<file path="src/rtl/bp_be_thread_wait_ctrl_pkg.sv">
// Shared types for the multithreaded BE thread block/wake controller.
package bp_be_thread_wait_ctrl_pkg;

  typedef enum logic [1:0] {
    e_wait_run,
    e_wait_wait,
    e_wait_wake
  } bp_be_wait_state_e;

  typedef enum logic [1:0] {
    e_wake_none,
    e_wake_addr,
    e_wake_timeout,
    e_wake_explicit
  } bp_be_wake_cause_e;

  function automatic int unsigned safe_clog2(input int unsigned n);
    return (n > 1) ? $clog2(n) : 1;
  endfunction

endpackage

</file>
<file path="src/rtl/bp_be_thread_wait_ctrl_slot.sv">
// One hardware thread's RUN/WAIT/WAKE state, monitored line, timeout counter and wake cause.
// Optional feature macro: BP_BE_THREAD_WAIT_PENDING_WAKE_EN (latches explicit wakes seen in RUN).
module bp_be_thread_wait_ctrl_slot
  import bp_be_thread_wait_ctrl_pkg::*;
#(
  parameter int line_width_p = 34,
  parameter int cnt_width_p  = 16,
  parameter bit timeout_en_p = 1'b1
) (
  input  logic                    clk_i,
  input  logic                    reset_n_i,
  input  logic                    arm_i,
  input  logic [line_width_p-1:0] arm_line_i,
  input  logic [cnt_width_p-1:0]  arm_timeout_i,
  input  logic                    snoop_v_i,
  input  logic [line_width_p-1:0] snoop_line_i,
  input  logic                    wake_i,
  output logic                    run_o,
  output logic                    blocked_o,
  output logic                    wake_pulse_o,
  output logic [1:0]              wake_cause_o
);

  localparam logic [1:0] StRun  = e_wait_run;
  localparam logic [1:0] StWait = e_wait_wait;
  localparam logic [1:0] StWake = e_wait_wake;

  logic [1:0]              state_q, state_d;
  logic [line_width_p-1:0] line_q, line_d;
  logic [cnt_width_p-1:0]  cnt_q, cnt_d;
  logic [1:0]              cause_q, cause_d;
  logic                    pending;
  logic                    arm_snoop_hit, wait_snoop_hit, timeout_hit;

`ifdef BP_BE_THREAD_WAIT_PENDING_WAKE_EN
  logic pending_q;

  always_ff @(posedge clk_i or negedge reset_n_i) begin
    if (!reset_n_i) begin
      pending_q <= 1'b0;
    end else if (state_q == StRun) begin
      if (arm_i) begin
        pending_q <= 1'b0;
      end else if (wake_i) begin
        pending_q <= 1'b1;
      end
    end
  end

  assign pending = pending_q;
`else
  assign pending = 1'b0;
`endif

  assign arm_snoop_hit  = snoop_v_i && (snoop_line_i == arm_line_i);
  assign wait_snoop_hit = snoop_v_i && (snoop_line_i == line_q);
  // A loaded count of 0 means infinite, so only the 1 -> 0 step expires.
  assign timeout_hit    = timeout_en_p && (cnt_q == cnt_width_p'(1));

  always_comb begin
    state_d = state_q;
    line_d  = line_q;
    cnt_d   = cnt_q;
    cause_d = cause_q;
    unique case (state_q)
      StRun: begin
        if (arm_i) begin
          line_d = arm_line_i;
          cnt_d  = timeout_en_p ? arm_timeout_i : '0;
          // Wake already raised in the arm cycle must not be lost.
          if (wake_i || pending) begin
            state_d = StWake;
            cause_d = e_wake_explicit;
          end else if (arm_snoop_hit) begin
            state_d = StWake;
            cause_d = e_wake_addr;
          end else begin
            state_d = StWait;
          end
        end
      end
      StWait: begin
        if (cnt_q != '0) begin
          cnt_d = cnt_q - cnt_width_p'(1);
        end
        if (wake_i) begin
          state_d = StWake;
          cause_d = e_wake_explicit;
        end else if (wait_snoop_hit) begin
          state_d = StWake;
          cause_d = e_wake_addr;
        end else if (timeout_hit) begin
          state_d = StWake;
          cause_d = e_wake_timeout;
        end
      end
      StWake:  state_d = StRun;
      default: state_d = StRun;
    endcase
  end

  always_ff @(posedge clk_i or negedge reset_n_i) begin
    if (!reset_n_i) begin
      state_q <= StRun;
      line_q  <= '0;
      cnt_q   <= '0;
      cause_q <= e_wake_none;
    end else begin
      state_q <= state_d;
      line_q  <= line_d;
      cnt_q   <= cnt_d;
      cause_q <= cause_d;
    end
  end

  assign run_o        = (state_q == StRun);
  assign blocked_o    = (state_q == StWait);
  assign wake_pulse_o = (state_q == StWake);
  assign wake_cause_o = cause_q;

endmodule

</file>
<file path="src/rtl/bp_be_thread_wait_ctrl.sv">
// Per-thread mwait block/wake controller feeding the MT scheduler's thread-blocked vector.
// Optional feature macro: BP_BE_THREAD_WAIT_PENDING_WAKE_EN (remember explicit wakes to RUN threads).
module bp_be_thread_wait_ctrl
  import bp_be_thread_wait_ctrl_pkg::*;
#(
  parameter int num_threads_p   = 4,
  parameter int paddr_width_p   = 40,
  parameter int line_offset_p   = 6,
  parameter int timeout_width_p = 16,
  localparam int tid_w          = safe_clog2(num_threads_p),
  localparam int timeout_w      = (timeout_width_p == 0) ? 1 : timeout_width_p
) (
  input  logic                       clk_i,
  input  logic                       reset_n_i,
  input  logic                       wait_v_i,
  output logic                       wait_ready_o,
  input  logic [tid_w-1:0]           wait_tid_i,
  input  logic [paddr_width_p-1:0]   wait_addr_i,
  input  logic [timeout_w-1:0]       wait_timeout_i,
  input  logic                       snoop_v_i,
  input  logic [paddr_width_p-1:0]   snoop_addr_i,
  input  logic                       wake_v_i,
  input  logic [tid_w-1:0]           wake_tid_i,
  output logic [num_threads_p-1:0]   thread_blocked_o,
  output logic [num_threads_p-1:0]   wake_pulse_o,
  output logic [2*num_threads_p-1:0] wake_cause_o
);

  localparam int line_w = paddr_width_p - line_offset_p;

  logic [num_threads_p-1:0] run;
  logic [line_w-1:0]        wait_line, snoop_line;
  logic                     wait_hs;

  assign wait_line  = wait_addr_i[paddr_width_p-1:line_offset_p];
  assign snoop_line = snoop_addr_i[paddr_width_p-1:line_offset_p];
  assign wait_hs    = wait_v_i && wait_ready_o;

  // Out-of-range tids match no slot, so ready stays low for them.
  always_comb begin
    wait_ready_o = 1'b0;
    for (int t = 0; t < num_threads_p; t++) begin
      if (wait_tid_i == tid_w'(t)) begin
        wait_ready_o = run[t];
      end
    end
  end

  for (genvar t = 0; t < num_threads_p; t++) begin : g_slot
    bp_be_thread_wait_ctrl_slot #(
      .line_width_p (line_w),
      .cnt_width_p  (timeout_w),
      .timeout_en_p (timeout_width_p != 0)
    ) u_slot (
      .clk_i         (clk_i),
      .reset_n_i     (reset_n_i),
      .arm_i         (wait_hs && (wait_tid_i == tid_w'(t))),
      .arm_line_i    (wait_line),
      .arm_timeout_i (wait_timeout_i),
      .snoop_v_i     (snoop_v_i),
      .snoop_line_i  (snoop_line),
      .wake_i        (wake_v_i && (wake_tid_i == tid_w'(t))),
      .run_o         (run[t]),
      .blocked_o     (thread_blocked_o[t]),
      .wake_pulse_o  (wake_pulse_o[t]),
      .wake_cause_o  (wake_cause_o[2*t+:2])
    );
  end

  always_ff @(posedge clk_i) begin
    if (reset_n_i && wait_v_i) begin
      assert (int'(wait_tid_i) < num_threads_p);
    end
    if (reset_n_i && wake_v_i) begin
      assert (int'(wake_tid_i) < num_threads_p);
    end
  end

endmodule

</file>
<file path="config.mk">
export PLATFORM = sky130hd
export DESIGN_NAME = bp_be_thread_wait_ctrl
export DESIGN_NICKNAME = d
export VERILOG_FILES = /design/src/rtl/bp_be_thread_wait_ctrl_pkg.sv /design/src/rtl/bp_be_thread_wait_ctrl_slot.sv /design/src/rtl/bp_be_thread_wait_ctrl.sv
export SDC_FILE = /design/constraint.sdc
export NUM_CORES = 1
export LEC_CHECK = 0
export BUFFER_PORTS_ARGS = -buffer_cell sky130_fd_sc_hd__buf_2
export CORE_MARGIN = 2
export CORE_UTILIZATION = 51
export CTS_CLUSTER_DIAMETER = 150
export DETAILED_ROUTE_END_ITERATION = 6
export GPL_ROUTABILITY_DRIVEN = 0
export MAX_ROUTING_LAYER = met4
export PLACE_DENSITY_LB_ADDON = 0.05
export SYNTH_ARGS = -nofsm -noshare
export SYNTH_HDL_FRONTEND = slang
export SYNTH_SLANG_ARGS = --single-unit
</file>
<file path="constraint.sdc">
create_clock -name clk_i -period 7.19 [get_ports clk_i]
set_input_delay 0.3595 -clock clk_i [delete_from_list [all_inputs] [get_ports clk_i]]
set_output_delay 0.3595 -clock clk_i [all_outputs]
set_load 0.05 [all_outputs]
</file>
Word level (Yosys, flattened, before mapping)
Cells that the tools add are included.
{ "totals": {"regBits": 216, "word_cells": 165} }
{ "classes": {"add_sub_neg": 4, "n_eq_ne": 39, "n_mux": 62, "n_reduce_logical": 44} }
{ "ops": {"columns": ["operator", "count"], "rows": [
  ["34-bit equality test", 5],
  ["16-bit 2-to-1 mux", 8],
  ["16-bit case mux with 2 select lines", 4],
  ["2-bit 2-to-1 mux", 38],
  ["16-bit by 1-bit equality test with 1-bit output, second input constant", 4],
  ["16-bit nonzero test", 4],
  ["16-bit by 1-bit subtractor with 16-bit output, second input constant", 4],
  ["2-bit case mux with 2 select lines", 8],
  ["2-bit equality test, second input constant", 8],
  ["4-bit by 3-bit != test with 1-bit output, second input constant", 4],
  ["2-bit AND reduction", 8],
  ["4-bit AND reduction", 4],
  ["1-bit logical AND", 14],
  ["2-bit by 1-bit equality test with 1-bit output, second input constant", 6],
  ["2-bit logical NOT", 6],
  ["3-bit by 2-bit != test with 1-bit output, second input constant", 4],
  ["3-bit AND reduction", 4],
  ["2-bit by 1-bit != test with 1-bit output, second input constant", 4],
  ["2-bit != test, second input constant", 4],
  ["2-bit nonzero test", 4],
  ["1-bit 2-to-1 mux", 4]
]} }

Logic depth before layout (Yosys ltp)
Gate-level depths: netlist (run 1).
{ "logic_depth": {"depth_word": 9, "mapped_depth": 8, "ltp_nobuf": 8} }

Hierarchy
A second synthesis (run 1) with hierarchy kept.
{ "unflattened": {"hier_cells": 1510, "area_unflattened_um2": 13212.7} }
{ "by_module_without_submodules": {"columns": ["module", "n_inst", "cells_each", "area_each_um2"], "rows": [
  ["bp_be_thread_wait_ctrl_slot (g_slot[1].u_slot ...)", 2, 391, 3266.9],
  ["bp_be_thread_wait_ctrl_slot (g_slot[3].u_slot)", 1, 329, 3311.9],
  ["bp_be_thread_wait_ctrl_slot (g_slot[0].u_slot)", 1, 390, 3268.1],
  ["bp_be_thread_wait_ctrl", 1, 9, 98.8]
]} }

Worst setup path after synthesis (run 1)
Ideal clock, no wire load.
{ "synth_path": {"kind": "register to register", "startpoint": "register g_slot[3].u_slot.cnt_q[0]", "endpoint": "register g_slot[3].u_slot.cnt_q[14]", "setup_time_ps": 124, "arrival_ps": 2132, "setup_slack_ps": 4934, "path_stages_with_launch": 9, "path_buffers": 0, "period_less_slack_ps": 2256, "path_cell_list": "dfrtp_1 inv_1 ha_1 or3b_2 or2_4 or3_4 nor4_4 o21ai_0 o2bb2ai_1"} }
{ "synth_via": {"elab_chain_cells": 3} }
{ "synth_rtl": {"columns": ["item", "line", "source"], "rows": [
  ["start, declared", "bp_be_thread_wait_ctrl_slot.sv:30", "logic [cnt_width_p-1:0] cnt_q, cnt_d;"],
  ["start signal, assigned", "bp_be_thread_wait_ctrl_slot.sv:111", "cnt_q <= cnt_d;"],
  ["16-bit by 1-bit subtractor with 16-bit output or 16-bit nonzero test (tied branches)", "bp_be_thread_wait_ctrl_slot.sv:84, bp_be_thread_wait_ctrl_slot.sv:83", null],
  ["16-bit 2-to-1 mux or 2-bit != test (tied branches)", null, null],
  ["16-bit case mux with 2 select lines or 3-bit AND reduction (tied branches)", null, null]
]} }
Several ways; a longest one is shown, not always the timed one. The select of a mux whose other input is x is not followed.
A chain may end at the register's enable or synchronous reset.

Worst setup path in the final report (run 1)
{ "layout_path": {"startpoint": "register g_slot[0].u_slot.state_q[1]", "endpoint": "output port thread_blocked_o[0]"} }
{ "layout_via": {"elab_chain_cells": 1} }
{ "layout_rtl": {"columns": ["item", "line", "source"], "rows": [
  ["start, declared", "bp_be_thread_wait_ctrl_slot.sv:28", "logic [1:0] state_q, state_d;"],
  ["start signal, assigned", "bp_be_thread_wait_ctrl_slot.sv:104", "state_q <= StRun;"],
  ["start signal, assigned", "bp_be_thread_wait_ctrl_slot.sv:109", "state_q <= state_d;"],
  ["2-bit by 1-bit equality test with 1-bit output", "bp_be_thread_wait_ctrl_slot.sv:117", "assign blocked_o = (state_q == StWait);"],
  ["end, declared", "bp_be_thread_wait_ctrl.sv:24", "output logic [num_threads_p-1:0] thread_blocked_o,"]
]} }
Every way passes these cells.

==> impl_metrics.csv, run 1 <==
group,metric,value,unit
floorplanning,die_w,159.2,um
logic_synthesis,synthAdderAreaFrac,1.222,%
worst_setup_path,r2r-start,"g_slot[2].u_slot.cnt_q[4]",
worst_setup_path,r2r_slack,4390,ps
clock_network,h-tree-depth,1,
pwr,pwr-share-seq,39.7,%
pwr,vdd_drop_max,0.0002091,V
floorplanning,start_util,52.19,%
worst_setup_path,timing.critical_path.from_type,"flop",
logic_synthesis,ys_seq_area_share,43.99,%
logic_synthesis,synth_edf_count,0,
timing,max_clock_freq,0.3020,GHz
cells_and_area,final_common_cell,"nand2_1",
logic_synthesis,synth_cells,1327,
cells_and_area,final_layout_size_suffix_gt1_share,18.46,%
global_route,gr-total-overflow,0,
logic_synthesis,avgSynthCellArea,9.259,um2
worst_setup_path,r2r_cells,6,
clock_network,cts.sinks,216,
worst_setup_path,timing.rr.end,"g_slot[2].u_slot.cnt_q[14]",
pwr,p_comb_share,38.2,%
clock_network,cts_tree,"done",
cells_and_area,layout.cells.non_filler,1714,
placed_design,placed_cells,1666,
floorplanning,row_count,56,
pwr,p_leak,5.905,nW
logic_synthesis,syn-cell-area,12290,um2
logic_synthesis,synth.distinct_cells,80,
drt,wirelength,34.52,mm
timing,tns,0,ps
hold_path,holdPathStages,2,
timing,drv_slew,0,
cells_and_area,syn2layout_area_growth,11.48,%
global_route,antenna_found_initial,1,
hold_path,min_to,"g_slot[2].u_slot.line_q[11]",
worst_setup_path,critPathMaxFanout,34,
pwr,switchingPower,2.262,mW
global_route,grt_pass1_vias,9370,
timing,hold_viol,0,
cells_and_area,nFillCells,2188,
timing,relSlewSlack,22.00,%
clock_network,ctsHoldBuffers,1,
logic_synthesis,synth_compound_area_share,12.30,%
floorplanning,die-area,25350,um2
drt,drtIter0Drc,756,
clock_network,post_cts_buffers,0,
worst_setup_path,path_class,"flop to output pin",
drt,drtAntennaViolNets,0,
cells_and_area,layout.nets,1492,
logic_synthesis,ys_async_sr_fraction,100.0,%
clock_network,clk_pin_slew,60,ps
timing,setup_viol,0,
cells_and_area,final_cell_mix,"231 x nand2_1, 216 x dfrtp_1, 115 x xnor2_1",
logic_synthesis,syn-num-nets,1444,
global_route,grt_pass1_wl,54.01,mm
global_route,grt_usage,27.94,%
drt,drcViolationCount,0,
worst_setup_path,cp.required,6830,ps
clock_network,root_buffer,"clkbuf_16",
pwr,swShare,39.21,%
placed_design,dp_hpwl,24.22,mm
logic_synthesis,synth.mux.area_fraction,6.293,%
pwr,internal_power,3.507,mW
floorplanning,io_pins,122,
floorplanning,fp.coreArea,23540,um2
hold_path,min_from,"wait_addr_i[17]",
pwr,cellPowerDensity,421.2,nW/um2
logic_synthesis,synth_simple_gate_area_share,19.92,%
outcome,status,"finished clean",
worst_setup_path,arrival,2950,ps
logic_synthesis,synth_seq_cells,216,
clock_network,clock_latency,550,ps
clock_network,cts_buffers,25,
drt,via_count,9728,
pwr,pwr-share-clk,22.1,%
drt,via_per_inst,5.676,
drt,wl_per_cell,20.14,um
clock_network,post_cts_resized,0,
timing,tightest_slew,1170,ps
drt,drtPass1Iterations,5,
logic_synthesis,synth_top_family_by_area,"simple AND/OR/NAND/NOR gates",
logic_synthesis,synth-xor-area-share,11.69,%
timing,period_needed,3311,ps
clock_network,clockBufferDepth,3,
timing,timing.final.crit_share,46.05,%
timing,finalClockSkew,17.99,ps
worst_setup_path,end_kind,"output pin",
global_route,grt_max_degree,90,
run,max-cap-violations,0,
hold_path,worstHoldPathType,"input pin to flop",
logic_synthesis,yosys_warnings,0,
placed_design,io_buffer_count,109,
floorplanning,dieHeight,159.2,um
timing,grt_setup_unrepaired,"no",
logic_synthesis,ys.flop_type,"dfrtp_1",
-- synthesized netlist by cell type (11+ instances only) --
cell type / n / area (um2)
nand2b_1: 18 / 112.6
a21oi_1: 71 / 355.3
nand4_1: 38 / 237.7
dfrtp_1: 216 / 5405
nor3_1: 41 / 205.2
ha_1: 12 / 150.1
o22ai_1: 11 / 68.82
o21ai_0: 69 / 345.3
nand3_1: 15 / 75.07
mux2_2: 66 / 743.2
xor2_1: 49 / 429.2
nor4_1: 22 / 137.6
nand2_1: 231 / 867.1
clkbuf_1: 62 / 232.7
xnor2_1: 115 / 1007
nor2_1: 73 / 274.0
a31oi_1: 12 / 75.07
inv_1: 25 / 93.84
buf_2: 20 / 100.1
a22oi_1: 15 / 112.6
-- metal layers --
layer,GRT usage (%),routed length [um],vias up
li1,-,-,4673
met1,36.20,15010,4745
met2,46.25,16750,250
met3,3.725,1683,60
met4,7.934,1073,0
met5,-,0,-
-- power by group through the flow --
| stage | sequential [mW] | combinational, mW | clock (mW) |
|---|---|---|---|
| 2_1_floorplan | 2.22 | 1.75 | 0 |
| 3_3_place_gp | 2.28 | 2.16 | 0 |
| 3_5_place_dp | 2.30 | 2.21 | 0 |
| 4_1_cts | 2.29 | 2.22 | 1.29 |
| 5_1_grt | 2.37 | 2.47 | 1.34 |
| 6_report | 2.29 | 2.20 | 1.27 |
-- worst max-delay path: stages (launching register included) --
cell and delay [ps]:
dfrtp_1 470, nand2b_1 540, clkinv_1 900, buf_2 500
-- flip-flops by register name, summed over array words and instances, names as in the netlist --
signal and flops:
g_slot.u_slot.line_q 136, g_slot.u_slot.cnt_q 64, g_slot.u_slot.state_q 8, g_slot.u_slot.wake_cause_o 8
-- worst max-delay path by stage --
stage                                       end  cells after the start                         from
4_1_cts                     thread_blocked_o[0]                      3  g_slot[0].u_slot.state_q[1]
2_1_floorplan        g_slot[3].u_slot.cnt_q[14]                      8    g_slot[3].u_slot.cnt_q[0]
6_report                    thread_blocked_o[0]                      3  g_slot[0].u_slot.state_q[1]
5_1_grt                     thread_blocked_o[0]                      3  g_slot[0].u_slot.state_q[1]
3_5_place_dp   g_slot[1].u_slot.wake_cause_o[1]                      7             snoop_addr_i[35]
3_3_place_gp   g_slot[1].u_slot.wake_cause_o[1]                      7             snoop_addr_i[35]
-- cell type report --
class | count | area, um2 | area share (%)
well taps | 319 | 399.1 | 2.914
diodes | 3 | 7.507 | 0.05481
flip-flops and latches | 216 | 5405 | 39.46
clock buffers | 41 | 755.7 | 5.517
multi-input cells | 985 | 6329 | 46.20
inverters | 26 | 97.59 | 0.7125
repair buffers | 121 | 648.1 | 4.732
clock inverters | 3 | 55.05 | 0.4019
-- logic make-up (layout without fill, tap and decap cells) --
family / after synthesis / count (layout)
flip-flops: 216 / 216
adder cells (fa/ha/maj): 12 / 12
multiplexers: 69 / 69
buffers and inverters: 126 / 191
other: 0 / 3
AO/OA/AOI/OAI: 240 / 240
XOR/XNOR: 164 / 164
AND/OR/NAND/NOR: 500 / 500
-- stage by stage --
step,area [um2],util (%),setup WS [ps],power [mW],hold WS (ps)
final,13700,58.18,3879,5.769,74.56
after global routing,13690,58.16,3665,6.184,71.97
after CTS,13690,58.15,3893,5.797,59.95
after detailed placement,12870,54.66,4243,4.509,442.8
after global placement,12870,54.66,4310,4.437,441.5
after floorplan,12290,-,4934,3.967,63.91
Note: power is estimated with default switching activity, not from simulation.
==> run 2, diff against run 1 <==
Clock period 7.19 ns to 2.7 ns, I/O delays scaled along.
==> run 2 against run 1 <==
Against the previous run:
- sequential share of layout area fell by 2.0 points
- clock skew fell by 8.4 ps
- routed wire length rose by 1.4%
- critical path type is now flop to flop
- critical endpoint is now g_slot[3].u_slot.cnt_q[14]
- clock power rose to 3.0 times the previous value
- utilization rose by 3.1 points
- die area did not move
- highest routed layer unchanged
- clock-buffer cell count fell by 6
- non-clock buffer count rose by 65
- worst setup slack got worse by 3600 ps
- power rose to 2.8 times the previous value
- hold slack got worse by 73 ps
- sequential cell count did not move
==> impl_metrics.csv, run 2 (synthesis results as in run 1) <==
group,metric,value,unit
outcome,status,"finished clean",
clock_network,h-tree-depth,1,
run,max-cap-violations,0,
drt,drtIter0Drc,858,
timing,period_needed,2421,ps
timing,hold_viol,0,
timing,max_clock_freq,0.4130,GHz
clock_network,cts.sinks,216,
timing,finalClockSkew,9.565,ps
worst_setup_path,critPathMaxFanout,5,
placed_design,place_area,13050,um2
clock_network,clockBufferDepth,3,
timing,timing.final.crit_share,89.67,%
cells_and_area,layout.nets,1557,
pwr,cellPowerDensity,1104,nW/um2
global_route,antenna_found_initial,0,
cells_and_area,reg.largest.list,"g_slot.u_slot.line_q (136), g_slot.u_slot.cnt_q (64)",
pwr,vdd_drop_max,0.0008309,V
hold_path,min_to,"g_slot[3].u_slot.cnt_q[1]",
worst_setup_path,cp.required,3120,ps
clock_network,root_buffer,"clkbuf_16",
cells_and_area,regMostFlops,"g_slot.u_slot.line_q",
drt,drtPass1Iterations,5,
cells_and_area,largest_reg_flops,136,
floorplanning,die_w,159.2,um
clock_network,clk_pin_slew,60,ps
worst_setup_path,end_kind,"flop",
worst_setup_path,timing.critical_path.from_type,"flop",
timing,grt_setup_unrepaired,"no",
cells_and_area,final_layout_size_suffix_gt1_share,19.60,%
hold_path,worstHoldPathType,"input pin to flop",
cells_and_area,syn2layout_area_growth,17.44,%
global_route,gr-total-overflow,0,
drt,via_per_inst,5.623,
cells_and_area,antenna_cells,0,
pwr,p_leak,6.268,nW
floorplanning,io_pins,122,
cells_and_area,final_cell_mix,"231 x nand2_1, 216 x dfrtp_1, 115 x xnor2_1",
floorplanning,die-area,25350,um2
drt,wl_per_cell,19.69,um
global_route,grt_usage,28.79,%
placed_design,dp_hpwl,24.74,mm
worst_setup_path,timing.rr.end,"g_slot[3].u_slot.cnt_q[14]",
floorplanning,start_util,52.19,%
worst_setup_path,r2r_slack,280,ps
global_route,grt_pass1_wl,56.15,mm
clock_network,post_cts_resized,0,
cells_and_area,nFillCells,2097,
clock_network,cts_tree,"done",
timing,drv_slew,0,
drt,drtAntennaViolNets,0,
worst_setup_path,arrival,2840,ps
drt,via_count,9998,
cells_and_area,stdcell_area,14430,um2
worst_setup_path,r2r-start,"g_slot[3].u_slot.cnt_q[0]",
drt,wirelength,35.01,mm
timing,relSlewSlack,58.41,%
floorplanning,dieHeight,159.2,um
placed_design,io_buffer_count,109,
floorplanning,fp.coreArea,23540,um2
timing,setup_viol,0,
cells_and_area,final_common_cell,"nand2_1",
floorplanning,row_count,56,
worst_setup_path,path_class,"flop to flop",
drt,drcViolationCount,0,
timing,tns,0,ps
hold_path,min_from,"wait_timeout_i[1]",
timing,tightest_slew,618.2,ps
hold_path,holdPathStages,3,
global_route,grt_max_degree,78,
worst_setup_path,r2r_cells,8,
clock_network,clock_latency,540,ps
cells_and_area,postLayoutCoreUtil,61.29,%
global_route,grt_pass1_vias,9861,
clock_network,cts_buffers,25,
==> run 2: power breakdown <==
group | internal, mW | leakage, nW | switching, mW | total [mW]
Sequential | 4.81 | 2.61 | 1.29 | 6.10
Clock | 2.38 | 0.462 | 1.42 | 3.80
Combinational | 2.66 | 3.19 | 3.37 | 6.04
==> run 2: layout make-up <==
| class | instances | area, um2 | share of cell area, % |
|---|---|---|---|
| Tap cell | 319 | 399.1 | 2.766 |
| Timing Repair Buffer | 186 | 1271 | 8.810 |
| Clock buffer | 35 | 733.2 | 5.081 |
| Clock inverter | 11 | 195.2 | 1.353 |
| Sequential cell | 216 | 5405 | 37.46 |
| Multi-Input combinational cell | 985 | 6329 | 43.86 |
| Inverter | 26 | 97.59 | 0.6763 |
==> run 2: repair_timing <==
| action | 4_1_cts | 5_1_grt |
|---|---|---|
| hold buffers | 45 | 0 |
| setup buffers | 0 | 0 |
| hold endpoints to repair | 222 | 0 |
==> run 2: worst max path at each step <==
stage / start / end / slack, ps / depth (start not counted)
final: g_slot[3].u_slot.cnt_q[0] / g_slot[3].u_slot.cnt_q[14] / 280 / 8
after global placement: g_slot[3].u_slot.cnt_q[0] / g_slot[3].u_slot.cnt_q[14] / 310 / 8
after CTS: g_slot[3].u_slot.cnt_q[0] / g_slot[3].u_slot.cnt_q[14] / 270 / 8
after detailed placement: g_slot[3].u_slot.cnt_q[0] / g_slot[3].u_slot.cnt_q[14] / 270 / 8
after global routing: g_slot[3].u_slot.cnt_q[1] / g_slot[3].u_slot.cnt_q[14] / 130 / 8
after floorplan: g_slot[3].u_slot.cnt_q[0] / g_slot[3].u_slot.cnt_q[14] / 440 / 8
==> run 2: per-layer routing <==
layer | vias up | share of wire, % | GRT usage [%]
li1 | 4807 | - | -
met3 | 57 | 4.5 | 3.126
met5 | - | 0 | -
met1 | 4855 | 43 | 37.38
met4 | 0 | 2.7 | 7.149
met2 | 279 | 49 | 48.58
==> run 2: stage by stage <==
stage          cells  hold slack (ps)  total power [mW]  setup WS [ps]
2_1_floorplan   1327           -160.6             10.56          444.5
5_1_grt         1778            26.85             17.04          133.2
6_report        1778            1.427             15.94          279.0
3_5_place_dp    1687            153.9             12.11          270.3
4_1_cts         1778           0.1601             16.01          270.1
3_3_place_gp    1687            162.7             11.94          313.9
==> run 2: worst max-delay path: stages, from the launching register on <==
cell and delay [ps]:
dfrtp_1 420, inv_1 130, ha_1 200, or3b_2 510
or2_4 270, or3_4 360, nor4_4 160, o21ai_0 110
o2bb2ai_1 160
